### src/rtl/byte_packer_8b_to_32b.sv
// byte_packer_8b_to_32b: reassembles a big-endian byte stream into 32-bit words buffered in a show-ahead FIFO
// Ports: clk_4f/reset_L clock and async active-low reset; data_in/valid_in byte stream in;
// pop consumer read strobe; data_out/valid_out FIFO head; fifo_full occupancy flag;
// overflow sticky dropped-word flag; align_err one-cycle broken-group pulse.
module byte_packer_8b_to_32b #(
  parameter int DEPTH = 4,
  parameter int PTR_W = 2
) (
  input  logic        clk_4f,
  input  logic        reset_L,
  input  logic [7:0]  data_in,
  input  logic        valid_in,
  input  logic        pop,
  output logic [31:0] data_out,
  output logic        valid_out,
  output logic        fifo_full,
  output logic        overflow,
  output logic        align_err
);
  logic [1:0]       lane_q, lane_d;
  logic [7:0]       b0_q, b1_q, b2_q;
  logic [31:0]      mem [DEPTH];
  logic [PTR_W-1:0] wr_ptr_q, rd_ptr_q;
  logic [PTR_W:0]   count_q, count_d;
  logic             overflow_q, align_err_q;
  logic             full, push, do_pop, wr_en;
  logic [31:0]      word;
  assign full      = count_q == (PTR_W+1)'(DEPTH);
  assign valid_out = count_q != '0;
  assign fifo_full = full;
  assign do_pop    = pop && valid_out;
  assign push      = valid_in && lane_q == 2'd3;
  // a pop on the same edge frees the slot, so a full FIFO still accepts the word
  assign wr_en     = push && (!full || do_pop);
  // last byte bypasses the lane registers straight into the word
  assign word      = {b0_q, b1_q, b2_q, data_in};
  assign count_d   = count_q + (PTR_W+1)'(wr_en) - (PTR_W+1)'(do_pop);
  // a gap in valid_in mid-group abandons the partial group
  assign lane_d    = valid_in ? lane_q + 2'd1 : 2'd0;
  assign data_out  = valid_out ? mem[rd_ptr_q] : '0;
  assign overflow  = overflow_q;
  assign align_err = align_err_q;
  always_ff @(posedge clk_4f or negedge reset_L) begin
    if (!reset_L) begin
      lane_q      <= '0;
      b0_q        <= '0;
      b1_q        <= '0;
      b2_q        <= '0;
      wr_ptr_q    <= '0;
      rd_ptr_q    <= '0;
      count_q     <= '0;
      overflow_q  <= 1'b0;
      align_err_q <= 1'b0;
    end else begin
      lane_q      <= lane_d;
      if (valid_in && lane_q == 2'd0) b0_q <= data_in;
      if (valid_in && lane_q == 2'd1) b1_q <= data_in;
      if (valid_in && lane_q == 2'd2) b2_q <= data_in;
      wr_ptr_q    <= wr_ptr_q + PTR_W'(wr_en);
      rd_ptr_q    <= rd_ptr_q + PTR_W'(do_pop);
      count_q     <= count_d;
      overflow_q  <= overflow_q | (push && full && !do_pop);
      align_err_q <= !valid_in && lane_q != 2'd0;
    end
  end
  always_ff @(posedge clk_4f) begin
    if (wr_en) mem[wr_ptr_q] <= word;
  end
endmodule
### config.mk
export PLATFORM = sky130hd
export DESIGN_NAME = byte_packer_8b_to_32b
export DESIGN_NICKNAME = d
export VERILOG_FILES = /design/src/rtl/byte_packer_8b_to_32b.sv
export SDC_FILE = /design/constraint.sdc
export NUM_CORES = 1
export LEC_CHECK = 0
export ABC_AREA = 1
export CORE_ASPECT_RATIO = 1.25
export CORE_UTILIZATION = 51
export CTS_CLUSTER_DIAMETER = 120
export DETAILED_ROUTE_END_ITERATION = 10
export DONT_BUFFER_PORTS = 1
export PLACE_DENSITY = 0.68
export SLEW_MARGIN = 15
export SYNTH_ARGS = -nofsm -noshare
export SYNTH_HDL_FRONTEND = slang
export SYNTH_SLANG_ARGS = --single-unit
export TNS_END_PERCENT = 30
### constraint.sdc
create_clock -name clk_4f -period 4.4 [get_ports clk_4f]
set_clock_uncertainty 0.15 [all_clocks]
set_input_delay 1.32 -clock clk_4f [delete_from_list [all_inputs] [get_ports clk_4f]]
set_output_delay 1.32 -clock clk_4f [all_outputs]
set_load 0.1 [all_outputs]
==> run metrics, run 1 <==
I/O pin count 48; largest family of logic cells by synthesized area simple AND/OR/NAND/NOR gates; DR iter-0 viols around 260; setup TNS 0 ns; Cells after Synth ~650; hold buffer count at CTS 0; fin crit share between 90% and 100%; Global Route Usage Sum 21.5%; status finished, final reports clean; detailed-route via count between 4000 and 5000; largest net degree at the start of global routing 66; worst r2r dst count_q[2]$_DFF_PN0_; Starting Density 52.5%; Rel. slew slack a little under a third; syn_area_per_cell roughly 11 sq um; min Tclk post-route around 4 ns; YS warnings 0; Distinct cells, synth 24; DP Worst Slack 0.854 ns; Synth Area in Simple Gates between 10% and 20%; final hold violation count 0; wire length per cell between 15 and 20 um; cells along the critical path clkinv_2 > nand3_1 > a21oi_2 > buf_4; clk_lat worst skew ~0.41 ns; number of global-route vias before repair ~4500; Critical Path AT 2.50 ns; mux share of post-synthesis cell area 0%; CP Launch Type register; WHS Path Cells 1; Total Routed Length roughly 14000 um; Detail Placement HPWL between 8000 and 9000 um; synthesized area 7010 sq um; Clock Pin Slew Worst Setup and Hold Paths approximately 0.060 ns; crit-path max FO 32; max-slew violation count 0; Pre-antenna DRT Iters 5; Reg2Reg Depth 11; worst r2r src count_q[1]$_DFF_PN0_; top-count cell post-synth nand2_1; Sink Count between 150 and 200; DRT antenna net count 0; DRC Markers 0; EDFF count, synth 128; placer's final routability congestion estimate around 0.74; CTS tree yes; Finished Layout Cells slightly below 900; DR vias/cell roughly 5; Inst Count DP 840; Slew @ Worst Pin around 1 ns; setup ws final between 0.4 and 0.5 ns; syn_nets approximately 670; top post-synthesis cells by area edfxtp_1, dfrtp_1, nand2_1; GR Overflow Total 0; initial antenna violation count 0; core area 13300 sq um; first-pass GRT wire length approximately 23000 um; Slowest-stage cell, CP dfrtp_1; synthesis-to-finish area growth 14.3%; Synth async-reset ratio between 20% and 30%; Hold Crit Start lane_q[0]$_DFF_PN0_; Final setup viols 0; # rows 47; Compound-Gate Fraction of Synth Area ~4.8%; Crit path max-delay family buffers and inverters; WP buf/inv 2; layout cell share with drive strength beyond 1 around 17%; slowest stage delay, CP between 0.7 and 0.8 ns; NumNets Final between 700 and 800; CP Class reg -> out; Max-Cap Viols 0; Core Util, Final roughly three fifths; R2R setup slack 2.12 ns; Die X roughly 110 um; Die Area 14200 sq um; I/O Buffers 0; RSZ-0062 raised after global routing false; Num CTS Buffers 17; top cell type's share of synthesized area a little over half; Post-Synth Adder-Cell Area ~1.5%; CTS root buf clkbuf_16; Req. time, crit path slightly below 3 ns; hold endpoint lane_q[0]$_DFF_PN0_; Hold/Removal Path Class reg -> reg; post-cts sizing count 0; Yosys top cell by area edfxtp_1; FF+latch count, synth about 160; Crit. End Element primary output; fmax approximately 250 MHz; Post-synth top flop edfxtp_1; commonest cells in the netlist nand2_1, inv_1, edfxtp_1; Antenna Cells 0; H-tree level count 4; Die Span Y 133 um; post-synthesis xor/xnor area fraction less than 1%; Clock Tree Buf Depth 2; setup bufs post-CTS 0; post-synthesis sequential area ratio about two thirds
[cell families after synthesis]
logic type,after synthesis
AND/OR/NAND/NOR,243
XOR/XNOR,3
buffers and inverters,180
AO/OA/AOI/OAI,57
adder cells (fa/ha/maj),8
flip-flops,163
[registers in the layout (all words and copies together) (netlist names)]
| name | flops |
|---|---|
| b1_q | 8 |
| mem | 128 |
| rd_ptr_q | 2 |
| b2_q | 8 |
| overflow | 1 |
| wr_ptr_q | 2 |
| align_err | 1 |
| lane_q | 2 |
| b0_q | 8 |
| count_q | 3 |
[how the worst max path moves through the flow]
stage	end	startpoint	slack [ns]	cells after the start
global route	data_out[19]	rd_ptr_q[1]$_DFF_PN0_	0.23	4
CTS	data_out[27]	rd_ptr_q[1]$_DFF_PN0_	0.41	4
global placement	data_out[19]	rd_ptr_q[1]$_DFF_PN0_	0.95	4
floorplan	data_out[10]	count_q[1]$_DFF_PN0_	-0.06	5
finish	data_out[7]	rd_ptr_q[1]$_DFF_PN0_	0.43	4
detailed placement	data_out[27]	rd_ptr_q[1]$_DFF_PN0_	0.85	4
[stage by stage]
stage                     hold WS (ns)  instance area [sq um]
after detailed placement         0.344                   7410
final                            0.347                   8010
after global routing             0.359                   8010
after floorplan                  0.303                   7010
after global placement           0.322                   7410
after CTS                        0.351                   8010
[cell usage in the layout, fill, tap and decap left out, drive strengths merged]
cell        n
a21oi      32
buf        41
bufinv      4
clkbuf     22
clkinv      3
clkinvlp    4
dfrtp      35
edfxtp    128
fa          1
ha          7
inv       153
nand2     170
nand3      65
nand3b      1
nor2        7
o21ai      24
o21bai      1
xor2        3
[metal layers]
layer  vias to the layer above  routed length (um)  track usage, %
met4                         0                 215            6.85
met5                         -                   0               0
li1                       2128                   -               -
met1                      2151                5680            25.8
met3                        18                 642            4.93
met2                        95                7480            37.9
[area by class of cell]
type / instances / area, sq um
fill: 1042 / 5340
sequential: 163 / 4720
multi-input combinational: 311 / 1590
inverter: 154 / 579
clock buffer: 22 / 444
timing repair buffer: 41 / 308
tap: 171 / 214
clock inverter: 10 / 158
[worst reg2reg max path, delay by kind of cell (launching register included)]
kind / cells / cell delay (ns)
flops: 1 / 0.43
xor+xnor: 1 / 0.17
simple gates: 5 / 0.46
buf+inv: 3 / 0.46
fa+ha+maj: 2 / 0.50
Power of run 1 is not shown: default switching activity piles up to over one toggle a cycle in this logic, so the estimate is an artifact.
==> inputs of run 2 (changes only) <==
- REMOVE_ABC_BUFFERS: default -> 1
==> run 2 against run 1 <==
Compared with the run above: worst hold slack got worse by 0.0017 ns; final cell count decreased by 0.11%; maximum frequency increased by 5.4%.
==> run metrics, run 2 (synthesis results as in run 1) <==
R2R setup slack about 2.1 ns; largest net degree at the start of global routing 66; DRT antenna net count 0; Reg2Reg Depth 11; hold buffer count at CTS 0; layout cell share with drive strength beyond 1 about 17%; Max-Cap Viols 0; DR iter-0 viols 250; DR vias/cell between 5 and 6; Critical Path AT 2.30 ns; number of global-route vias before repair approximately 4500; CTS tree yes; Antenna Cells 0; H-tree level count 4; crit-path max FO between 60 and 70; core area 13300 sq um; DRC Markers 0; post-cts sizing count 0; CTS root buf clkbuf_16; CP Class reg -> out; Final setup viols 0; Slew @ Worst Pin 1.11 ns; Starting Density around 52%; worst r2r src count_q[1]$_DFF_PN0_; Clock Tree Buf Depth 2; Crit. End Element primary output; RSZ-0062 raised after global routing false; GR Overflow Total 0; commonest non-fill, non-tap cells in the layout nand2_1, inv_1, edfxtp_1; Core Util, Final approximately three fifths; clk_lat worst skew approximately 0.4 ns; Hold Crit Start lane_q[0]$_DFF_PN0_; Clock Pin Slew Worst Setup and Hold Paths 0.06 ns; placer's final routability congestion estimate ~0.76; Hold/Removal Path Class reg -> reg; first-pass GRT wire length between 20000 and 25000 um; wire length per cell ~15 um; Num CTS Buffers 17; Biggest register mem; setup bufs post-CTS 0; max-slew violation count 0; NumNets Final ~700; Global Route Usage Sum roughly a fifth; Total Routed Length ~13000 um; Die X 107 um; Pre-antenna DRT Iters 5; # rows 47; Detail Placement HPWL 7560 um; fmax 265 MHz; min Tclk post-route roughly 3.8 ns; detailed-route via count 4369; Req. time, crit path 2.93 ns; Rel. slew slack about a quarter; status finished, final reports clean; Die Span Y 133 um; initial antenna violation count 0; most common cell after layout, fill and taps aside nand2_1; hold endpoint lane_q[0]$_DFF_PN0_; final hold violation count 0; I/O pin count between 40 and 50; synthesis-to-finish area growth 13.9%; fin crit share 85.7%; Die Area between 10000 and 15000 sq um; Sink Count ~160; I/O Buffers 0; CP Launch Type register; max reg flops approximately 130; worst r2r dst count_q[2]$_DFF_PN0_; WHS Path Cells 1
[run 2: changes by cell type in the layout (fill, tap and decap cells not counted)]
cell / before / now
buf_4: 41 / 40
bufinv_16: 4 / 3
clkbuf_1: 5 / 3
clkinv_1: 2 / 4
clkinv_2: 1 / 3
clkinv_4: 0 / 1
clkinvlp_4: 4 / 2
[run 2: area by class of cell]
class / instances / area (sq um)
fillers: 1029 / 5370
flip-flops and latches: 163 / 4720
multi-input cells: 311 / 1590
inverters: 154 / 579
clock buffers: 20 / 437
repair buffers: 40 / 300
well taps: 171 / 214
clock inverters: 12 / 139
[run 2: layer usage]
layer  GRT usage (%)  share of wire, %  up-vias
met5               0                 0        -
met4            8.98               2.0        0
met3            5.67               6.3       26
met1            23.7                39     2079
li1                -                 -     2127
met2            34.7                52      137
[run 2: through the flow]
step / TNS [ns] / hold WS (ns) / cells / instance area (sq um) / setup WS (ns)
CTS: 0 / 0.347 / 871 / 7980 / 0.623
global route: 0 / 0.374 / 871 / 7980 / 0.483
floorplan: -21.13 / 0.303 / 628 / 6780 / -0.771
detailed placement: 0 / 0.340 / 839 / 7400 / 1.07
global placement: 0 / 0.316 / 839 / 7400 / 1.15
finish: 0 / 0.345 / 871 / 7980 / 0.630
[run 2: worst max-delay path by stage]
stage                     slack, ns             startpoint      endpoint
after CTS                      0.62  rd_ptr_q[0]$_DFF_PN0_  data_out[23]
final                          0.63  rd_ptr_q[0]$_DFF_PN0_  data_out[23]
after floorplan               -0.77  rd_ptr_q[0]$_DFF_PN0_  data_out[30]
after detailed placement       1.07  rd_ptr_q[0]$_DFF_PN0_  data_out[23]
after global routing           0.48  rd_ptr_q[0]$_DFF_PN0_  data_out[23]
after global placement         1.15  rd_ptr_q[0]$_DFF_PN0_  data_out[23]
[run 2: critical path: stages (launching register included)]
cell,delay (ns)
dfrtp_2,0.41
inv_2,0.80
nand2_1,0.15
nand3_1,0.15
a21oi_2,0.10
buf_4,0.25
Power of run 2 is left out for the same reason.
==> inputs of run 3 (changes only) <==
- RECOVER_POWER: default -> 50
==> run 3 against run 2 <==
Compared with the run above: setup slack better by 0.0026 ns; global-route usage did not move; non-clock buffer count did not move; largest cell class unchanged; first-iteration DRC count decreased by 1.6%; final cell count did not move; sequential share of layout area rose by 0.11 points; wire length is 0.24% lower; critical path type unchanged; design area is 0.19% lower.
==> run metrics, run 3 (synthesis results as in run 1) <==
status finished, final reports clean; DR vias/cell 5.01; Slowest-stage cell, CP inv_2; Clock Pin Slew Worst Setup and Hold Paths approximately 0.06 ns; # rows between 40 and 50; number of global-route vias before repair around 4500; I/O pin count 48; H-tree level count 4; Critical Path AT ~2.3 ns; post-cts sizing count 0; layout cell share with drive strength beyond 1 between 10% and 20%; GR Overflow Total 0; Global Route Usage Sum between 20% and 30%; DRC Markers 0; R2R setup slack 2.14 ns; synthesis-to-finish area growth 13.6%; RSZ-0062 raised after global routing false; Rel. slew slack 25.6%; CP Launch Type register; Clock Tree Buf Depth 2; Reg2Reg Depth 11; Hold Crit Start lane_q[0]$_DFF_PN0_; Crit. Startpoint rd_ptr_q[0]$_DFF_PN0_; I/O Buffers 0; Max-Cap Viols 0; cells along the critical path inv_2 > nand2_1 > nand3_1 > a21oi_2 > buf_4; Finished Layout Cells 871; Req. time, crit path just under 3 ns; DR iter-0 viols approximately 250; max-slew violation count 0; Crit. End Element primary output; fin crit share between 80% and 90%; Inst Count DP about 840; most common cell after layout, fill and taps aside nand2_1; DRT antenna net count 0; placed instance area 7400 sq um; hold buffer count at CTS 0; CTS root buf clkbuf_16; DP Worst Slack 1.07 ns; post-route cell area between 7000 and 8000 sq um; CP Class reg -> out; Antenna Cells 0; max reg flops 128; Die Area ~14000 sq um; slowest stage delay, CP approximately 0.80 ns; commonest non-fill, non-tap cells in the layout nand2_1, inv_1, edfxtp_1; wire length per cell around 15 um; setup bufs post-CTS 0; Die Span Y between 100 and 150 um; min Tclk post-route ~3.8 ns; Crit path max-delay family buffers and inverters; CTS tree yes; Starting Density ~52%; fmax between 200 and 300 MHz; Die X 107 um; placer's final routability congestion estimate 0.756; Final setup viols 0; Pre-antenna DRT Iters 5; largest net degree at the start of global routing 66; detailed-route via count 4361; Slew @ Worst Pin roughly 1.1 ns; worst r2r dst count_q[2]$_DFF_PN0_; worst r2r src count_q[1]$_DFF_PN0_; crit-path max FO 64; clk_lat worst skew slightly above 0.4 ns; core area approximately 13000 sq um; Biggest register mem; setup ws final 0.633 ns; Num CTS Buffers 17; Total Routed Length between 10000 and 15000 um; Hold/Removal Path Class reg -> reg; critical path depth 5; setup TNS 0 ns; Critical Path Sink data_out[23]; WP buf/inv 2; Sink Count 163; final hold violation count 0; initial antenna violation count 0; Detail Placement HPWL between 7000 and 8000 um; NumNets Final 707; first-pass GRT wire length roughly 21000 um
run 3: through the flow:
| stage | utilization [%] | hold WS [ns] |
|---|---|---|
| 6_report | 59.7 | 0.344 |
| 5_1_grt | 59.7 | 0.374 |
| 4_1_cts | 59.8 | 0.347 |
| 3_5_place_dp | 55.5 | 0.340 |
| 3_3_place_gp | 55.5 | 0.316 |
| 2_1_floorplan | - | 0.303 |
run 3: worst min path at each step:
stage,to,slack [ns],cells past startpoint
detailed placement,lane_q[0]$_DFF_PN0_,0.34,1
global route,mem[3][10]$_DFFE_PP_,0.37,0
CTS,lane_q[0]$_DFF_PN0_,0.35,1
floorplan,lane_q[0]$_DFF_PN0_,0.30,1
global placement,lane_q[0]$_DFF_PN0_,0.32,1
finish,lane_q[0]$_DFF_PN0_,0.34,1
run 3: final cells by class:
type                       instances  area (sq um)
clock buffer                      20           437
clock inverter                    12           139
fill                            1031          5390
inverter                         154           579
multi-input combinational        311          1570
sequential                       163          4720
tap                              171           214
timing repair buffer              40           300
run 3: metal layers:
| layer | GRT usage (%) | vias up | wire length [um] |
|---|---|---|---|
| met5 | 0 | - | 0 |
| met4 | 8.98 | 0 | 282 |
| met3 | 5.67 | 26 | 836 |
| met2 | 34.7 | 140 | 6900 |
| met1 | 23.7 | 2073 | 5400 |
| li1 | - | 2122 | - |
Power of run 3 is left out for the same reason.
